### config.mk
export PLATFORM = sky130hd
export DESIGN_NAME = dmem_block_mover
export DESIGN_NICKNAME = d
export VERILOG_FILES = /design/src/rtl/dmem_block_mover_pkg.sv /design/src/rtl/dmem_block_mover.sv
export SDC_FILE = /design/constraint.sdc
export NUM_CORES = 1
export LEC_CHECK = 0
export CORE_MARGIN = 3
export CORE_UTILIZATION = 45
export CTS_CLUSTER_SIZE = 25
export DETAILED_ROUTE_END_ITERATION = 7
export GPL_ROUTABILITY_DRIVEN = 0
export PLACE_DENSITY = 0.68
export SYNTH_ARGS = -nofsm -noshare
export SYNTH_HDL_FRONTEND = slang
export SYNTH_SLANG_ARGS = --single-unit
### constraint.sdc
create_clock -name clk -period 3.3 [get_ports clk]
set_input_delay 0.495 -clock clk [delete_from_list [all_inputs] [get_ports clk]]
set_output_delay 0.495 -clock clk [all_outputs]
set_load 0.02 [all_outputs]
### src/rtl/dmem_block_mover_pkg.sv
// Shared definitions for the data-memory block mover: state encoding, op codes
// and the copy-direction decision.
package dmem_block_mover_pkg;

    typedef enum logic [1:0] {
        ST_IDLE = 2'd0,
        ST_RD   = 2'd1,
        ST_WR   = 2'd2,
        ST_DONE = 2'd3
    } state_t;

    localparam logic OP_COPY = 1'b0;
    localparam logic OP_FILL = 1'b1;

    // Copy runs backward when the destination starts inside the source window,
    // so every source byte is read before it can be overwritten.
    function automatic logic is_backward(input logic op, input logic [7:0] src,
                                         input logic [7:0] dst, input logic [7:0] len);
        logic [7:0] diff;
        diff = dst - src;
        return (op == OP_COPY) && (dst != src) && (diff < len);
    endfunction

endpackage

### src/rtl/dmem_block_mover.sv
// Block-move engine on the data memory port: copies (memmove semantics) or fills
// a byte range after a single start pulse.
module dmem_block_mover
    import dmem_block_mover_pkg::*;
(
    input  logic       clk,
    input  logic       rst,
    input  logic       start,
    input  logic       op,
    input  logic [7:0] src,
    input  logic [7:0] dst,
    input  logic [7:0] len,
    input  logic [7:0] fill_val,
    output logic       busy,
    output logic       done,
    output logic       DW,
    output logic [7:0] A,
    output logic [7:0] D,
    input  logic [7:0] RD,
    output logic [1:0] state_dbg
);

    // Handshake: start is honoured only in IDLE; busy covers every RD/WR cycle,
    // done pulses for one cycle after the last write, and each DW cycle commits
    // at the rising edge that ends it.

    state_t     state, state_nx;
    logic [7:0] src_q, dst_q, cnt_q, hold_q, fill_q;
    logic       op_q, back_q;

    always_ff @(posedge clk or negedge rst) begin
        if (!rst) state <= ST_IDLE;
        else      state <= state_nx;
    end

    always_comb begin
        state_nx = state;
        case (state)
            ST_IDLE: begin
                if (start) begin
                    if (len == 8'd0)        state_nx = ST_DONE;
                    else if (op == OP_FILL) state_nx = ST_WR;
                    else                    state_nx = ST_RD;
                end
            end
            ST_RD:   state_nx = ST_WR;
            ST_WR: begin
                if (cnt_q == 8'd1)        state_nx = ST_DONE;
                else if (op_q == OP_COPY) state_nx = ST_RD;
                else                      state_nx = ST_WR;
            end
            ST_DONE: state_nx = ST_IDLE;
            default: state_nx = ST_IDLE;
        endcase
    end

    always_ff @(posedge clk or negedge rst) begin
        if (!rst) begin
            src_q  <= 8'h00;
            dst_q  <= 8'h00;
            cnt_q  <= 8'h00;
            hold_q <= 8'h00;
            fill_q <= 8'h00;
            op_q   <= OP_COPY;
            back_q <= 1'b0;
        end else begin
            case (state)
                ST_IDLE: begin
                    if (start) begin
                        op_q   <= op;
                        fill_q <= fill_val;
                        cnt_q  <= len;
                        back_q <= is_backward(op, src, dst, len);
                        if (is_backward(op, src, dst, len)) begin
                            src_q <= src + len - 8'd1;
                            dst_q <= dst + len - 8'd1;
                        end else begin
                            src_q <= src;
                            dst_q <= dst;
                        end
                    end
                end
                ST_RD: begin
                    hold_q <= RD;
                    src_q  <= back_q ? src_q - 8'd1 : src_q + 8'd1;
                end
                ST_WR: begin
                    dst_q <= back_q ? dst_q - 8'd1 : dst_q + 8'd1;
                    cnt_q <= cnt_q - 8'd1;
                end
                default: ;
            endcase
        end
    end

    // Outputs depend only on registered state, so they cannot glitch on inputs.
    always_comb begin
        busy = 1'b0;
        done = 1'b0;
        DW   = 1'b0;
        A    = 8'h00;
        D    = 8'h00;
        case (state)
            ST_RD: begin
                busy = 1'b1;
                A    = src_q;
            end
            ST_WR: begin
                busy = 1'b1;
                DW   = 1'b1;
                A    = dst_q;
                D    = (op_q == OP_FILL) ? fill_q : hold_q;
            end
            ST_DONE: done = 1'b1;
            default: ;
        endcase
    end

    assign state_dbg = state;

endmodule

### Word level (Yosys, flattened, before mapping)

Index checks and enable logic that the tools add are counted.

| storage, ports and cells | value |
|---|---|
| register bits | 44 |
| input port bits | 44 |
| output and inout bits | 21 |

| operators by class | value |
|---|---|
| add/sub/neg operators | 10 |
| order comparisons | 1 |
| eq/ne operators | 6 |
| mux-type cells | 22 |
| bitwise gates (word level) | 1 |
| reductions and logical operators | 10 |

Operator list:

| cell | count |
|---|---|
| 8-bit 2-to-1 mux | 9 |
| 8-bit case mux with 2 select lines | 4 |
| 8-bit by 1-bit subtractor with 8-bit output (second input constant) | 5 |
| 8-bit by 1-bit adder with 8-bit output (second input constant) | 2 |
| 8-bit adder | 2 |
| 2-bit 2-to-1 mux | 5 |
| 8-bit by 1-bit equality test with 1-bit output (second input constant) | 1 |
| 8-bit zero test | 1 |
| 8-bit less-than comparator | 1 |
| 8-bit inequality test | 1 |
| 2-bit case mux with 4 select lines | 1 |
| 8-bit subtractor | 1 |
| 2-bit AND reduction | 3 |
| 2-bit equality test (second input constant) | 2 |
| 2-bit nonzero test | 2 |
| 1-bit 2-to-1 mux | 3 |
| 2-bit by 1-bit equality test with 1-bit output (second input constant) | 1 |
| 1-bit logical AND | 2 |
| 2-bit zero test | 1 |
| 2-bit inequality test (second input constant) | 1 |
| 2-bit OR reduction | 1 |
| 1-bit NOT | 1 |

### Longest topological paths before layout

| logic depth | value |
|---|---|
| depth in word-level cells | 6 |
| gate-level depth with buffers | 18 |
| gate-level depth less buffers | 17 |

### Least setup slack after synthesis

Ideal clock, no wire load.

| path | value |
|---|---|
| path kind | input to register |
| start | in dst[0] |
| end | reg dst_q[2] |
| setup time | 0.126 ns |
| data arrival time | 3.329 ns |
| data required time | 3.174 ns |
| slack | -0.155 ns |
| stages | 17 |
| path buffers | 0 |
| path through | inv_1 > ha_1 > inv_1 > fa_1 > nand2_1 > nand2_1 > a21oi_1 > o21bai_1 > a21oi_1 > xnor2_1 > ha_1 > and3_1 > a221o_1 > a31oi_2 > o21ai_2 > mux2i_1 > a221o_1 |

| on the way | value |
|---|---|
| longest elaborated chain between the ends | 6 |

RTL lines:

| what | line | text |
|---|---|---|
| start, declared | dmem_block_mover.sv:11 | `input logic [7:0] dst,` |
| 8-bit subtractor / 8-bit inequality test (equally long branches) | dmem_block_mover_pkg.sv:20, dmem_block_mover_pkg.sv:21 |  |
| 8-bit less-than comparator / 1-bit logical AND (equally long branches) | dmem_block_mover_pkg.sv:21 | `return (op == OP_COPY) && (dst != src) && (diff < len);` |
| 1-bit logical AND | dmem_block_mover_pkg.sv:21 |  |
| 8-bit 2-to-1 mux (*) | dmem_block_mover.sv:74 | `if (is_backward(op, src, dst, len)) begin` |
| 8-bit 2-to-1 mux (*) | dmem_block_mover.sv:69 | `if (start) begin` |
| 8-bit case mux with 2 select lines (*) | dmem_block_mover.sv:67 | `case (state)` |
| end signal, assigned | dmem_block_mover.sv:76 | `dst_q <= dst + len - 8'd1;` |
| end signal, assigned | dmem_block_mover.sv:79 | `dst_q <= dst;` |
| end signal, assigned | dmem_block_mover.sv:88 | `dst_q <= back_q ? dst_q - 8'd1 : dst_q + 8'd1;` |
| end, declared | dmem_block_mover.sv:28 | `logic [7:0] src_q, dst_q, cnt_q, hold_q, fill_q;` |

Mark *: on every way between the ends. The rest lies on a longest branch, timed or not. The select of a mux whose other input is x is not followed.
A chain may end at the register's enable or synchronous reset.

### Final worst setup path

| path | value |
|---|---|
| start | in dst[0] |
| end | reg dst_q[3] |

Same word-level chain as after synthesis.

==> results.sh <==
export IMPL_min_period_ps=3287
export IMPL_worstHoldPathType="input port to async pin"
export IMPL_timing_max_transition_violations_final=0
export IMPL_port_buffer_cells=64
export IMPL_status="finished, final reports clean"
export IMPL_detailedPlace_worstSlack_ps=-772.7
export IMPL_drc_violations_left=0
export IMPL_timing_worst_setup_path_type="input port to flop"
export IMPL_endpoint_kind="flop"
export IMPL_most_used_flip_flop_cell_after_synthesis="dfrtp_1"
export IMPL_register_area_um2=1101
export IMPL_std_cell_rows=35
export IMPL_power_density_nw_per_um2=267.5
export IMPL_r2r_cells=8
export IMPL_synth_top_cells_by_count="inv_1, ha_1, dfrtp_1"
export IMPL_grt_first_pass_wirelength_mm=20.22
export IMPL_drt_iter0_markers=198
export IMPL_finalCritPeriodShare_pct=99.61
export IMPL_drt_total_wl_mm=12.20
export IMPL_sequential_share_of_power_pct=34.7
export IMPL_unrepaired_setup_endpoints_after_global_routing="true"
export IMPL_synthesis_yosys_warnings=0
export IMPL_cts_hold_repair_buffers=0
export IMPL_switching_share_pct=30.81
export IMPL_grt_pass1_vias=4197
export IMPL_clock_skew_ps=11.20
export IMPL_syn_inst=519
export IMPL_fill_cells=828
export IMPL_cts_root_to_sink_buffers=2
export IMPL_gr_max_usage_layer="met2"
export IMPL_multi_input_area_um2=3113
export IMPL_gr_usage_met3_pct=2.965
export IMPL_grt_ovfl_total=0
export IMPL_tritoncts_num_sinks=44
export IMPL_synth_fp_nets=626
export IMPL_yosysUniqueCellTypes=55
export IMPL_num_vias=4230
export IMPL_drt_wirelength_per_cell_um=15.82
export IMPL_yosysSeqAreaShare_pct=24.92
export IMPL_htree_levels=2
export IMPL_share_of_synthesized_registers_carrying_an_async_set_or_reset_pct=100.0
export IMPL_clock_fmax_mhz=304.2
export IMPL_max_cap_violations=0
export IMPL_drt_pass1_iter_count=5
export IMPL_critical_path_startpoint_type="input port"
export IMPL_synth_ff_latch_count=44
export IMPL_clockPowerShare_pct=27.4
export IMPL_cts_made_buffers=5
export IMPL_power_ir_vdd_worst_v=0.0001476
export IMPL_postSynthAreaPerCell_um2=8.512
export IMPL_postPlaceCellArea_um2=5593
export IMPL_power_static_leakage_nw=2.779
export IMPL_fp_dieH_um=105.1
export IMPL_maxSlewHeadroom_pct=34.64
export IMPL_synthesis_area_um2=4418
export IMPL_design_portCount=65
export IMPL_crit_path_max_fanout=7
export IMPL_drtAntennaViolNets=0
export IMPL_hold_viol=0
export IMPL_design_core_area_um2=9371
export IMPL_final_setup_tns_ps=0
export IMPL_cts_root_buffer_cell="clkbuf_8"
export IMPL_cellInternalPower_mw=1.092
export IMPL_worst_ep_required_time_ps=3460
export IMPL_total_power_mw=1.578
export IMPL_synth_edf_count=0
export IMPL_clock_tree_from_tritoncts="done"
export IMPL_drive_gt1_share_pct=19.31
export IMPL_grt_antenna_before_repair=0
export IMPL_floorplan_initialDensity_pct=47.14
export IMPL_yosysMostFrequentCell="inv_1"
export IMPL_grtUsageMet1_pct=29.71
export IMPL_antenna_diode_count=0
export IMPL_switching_power_mw=0.4863
export IMPL_grt_max_degree=45
export IMPL_hold_worst_slack_ps=339.1
export IMPL_total_die_area_um2=11040
export IMPL_final_net_count=748
export IMPL_yosysTopAreaCellShare_pct=24.92
export IMPL_cp_data_arrival_time_ps=3450
export IMPL_final_setup_viol_count=0
export IMPL_setup_slack_of_the_critical_path_after_layout_ps=12.76
export IMPL_clk_latency_ps=300
export IMPL_synth_largest_area_cell="dfrtp_1"
export IMPL_final_design_area_no_fill_um2=5899
export IMPL_power_frac_comb_pct=38.0
export IMPL_syn_to_final_growth_pct=33.53
export IMPL_groute_usage_overall_pct=22.15
export IMPL_global_route_usage_met2_pct=38.04
export IMPL_yosys_top_cells_area="dfrtp_1, ha_1, inv_1"
export IMPL_worst_slew_pin_transition_ps=980.5
export IMPL_dieWidth_um=105.1
export IMPL_cts_clk_slew_worst_paths_ps=90
export IMPL_post_dp_hpwl_mm=9.763
export IMPL_via_density=5.486
==> stage by stage <==
| step | util, % | instances |
|---|---|---|
| finish | 62.95 | 771 |
| floorplan | - | 519 |
| detailed placement | 59.68 | 749 |
| global placement | 59.68 | 749 |
| CTS | 62.39 | 770 |
| global route | 62.95 | 771 |
==> critical path: stages <==
cell and delay [ps]:
buf_8 110, inv_12 40, ha_4 120, inv_2 30
fa_2 330, nand2_1 70, nand2_1 60, a21oi_2 140
o21bai_1 80, a21oi_1 160, xnor2_1 100, ha_1 330
and3_4 180, a221o_1 330, a31oi_4 190, o21a_4 240
buf_12 130, mux2i_1 200, a21oi_1 100
==> path summary, 6_finish.rpt <==
kind                                             from                     to  slack, ps
worst max register to register     back_q$_DFFE_PN0P_   src_q[6]$_DFFE_PN0P_        850
min in group clk                hold_q[0]$_DFFE_PN0P_  hold_q[0]$_DFFE_PN0P_        510
worst max-delay path                           dst[0]   dst_q[3]$_DFFE_PN0P_         10
worst min register to register  hold_q[0]$_DFFE_PN0P_  hold_q[0]$_DFFE_PN0P_        510
worst min-delay path                              rst  hold_q[4]$_DFFE_PN0P_        340
max in group asynchronous                         rst   dst_q[0]$_DFFE_PN0P_       2340
==> what timing repair did <==
item	4_1_cts	5_1_grt
resized for setup	34	10
buffers inserted	13	1
endpoints found under the setup margin	17	17
gates cloned	0	0
pin swaps	18	18
==> cell usage in the layout, fill, tap and decap left out, types with 3 or more instances in the layout <==
cell type and count:
xor2_1 5, buf_6 5, fa_1 4, a221o_1 4, a211oi_1 10, o21a_1 4, nor2_1 31, clkbuf_8 5
o22ai_1 5, o21ai_1 3, and3_1 4, mux2i_1 22, nor2b_1 22, nand3_1 7, a31oi_1 5, clkdlybuf4s50_1 55
inv_2 3, inv_1 64, nand2b_1 6, nand2_1 28, o21ai_0 22, mux2_2 17, or4_1 3, buf_4 59
a22oi_1 7, xnor2_1 12, ha_1 53, nor4_1 4, a21oi_1 39, and2_1 4, dfrtp_1 44, nor3_1 13
o211ai_1 9, dlygate4sd2_1 4, a21o_1 5, ha_4 5
==> cells by family (layout without fill, tap and decap cells) <==
kind of cell    count (synthesis)  in the layout  share of synthesized area, %
simple gates                  138            138                         16.20
compound gates                135            135                         19.91
buf+inv                        82            205                         7.335
fa+ha+maj                      63             63                         18.69
flops                          44             44                         24.92
mux                            40             40                         9.572
xor+xnor                       17             17                         3.370
==> final cells by class <==
cell class	count	area share, %
well taps	129	2.736
clock buffers	5	1.166
multi-input cells	393	52.77
flip-flops and latches	44	18.66
clock inverters	3	0.7847
repair buffers	128	19.24
inverters	69	4.645
==> layer usage <==
layer,vias to the layer above,wire (um)
met5,-,0
met4,0,199
met3,15,525
met2,93,5970
met1,2038,5501
li1,2084,-
==> state kept, by name, summed over array words and instances (netlist names) <==
signal and count:
cnt_q 8, state_dbg 2, dst_q 8, back_q 1, fill_q 8, src_q 8, hold_q 8, op_q 1
==> power groups by stage <==
stage | combinational (mW) | clock, mW | sequential (mW)
after floorplan | 0.326 | 0 | 0.557
after global placement | 0.521 | 0 | 0.557
after detailed placement | 0.541 | 0 | 0.558
after CTS | 0.579 | 0.440 | 0.547
after global routing | 0.660 | 0.460 | 0.548
final | 0.599 | 0.432 | 0.547
Note: power is estimated with default switching activity, not from simulation.
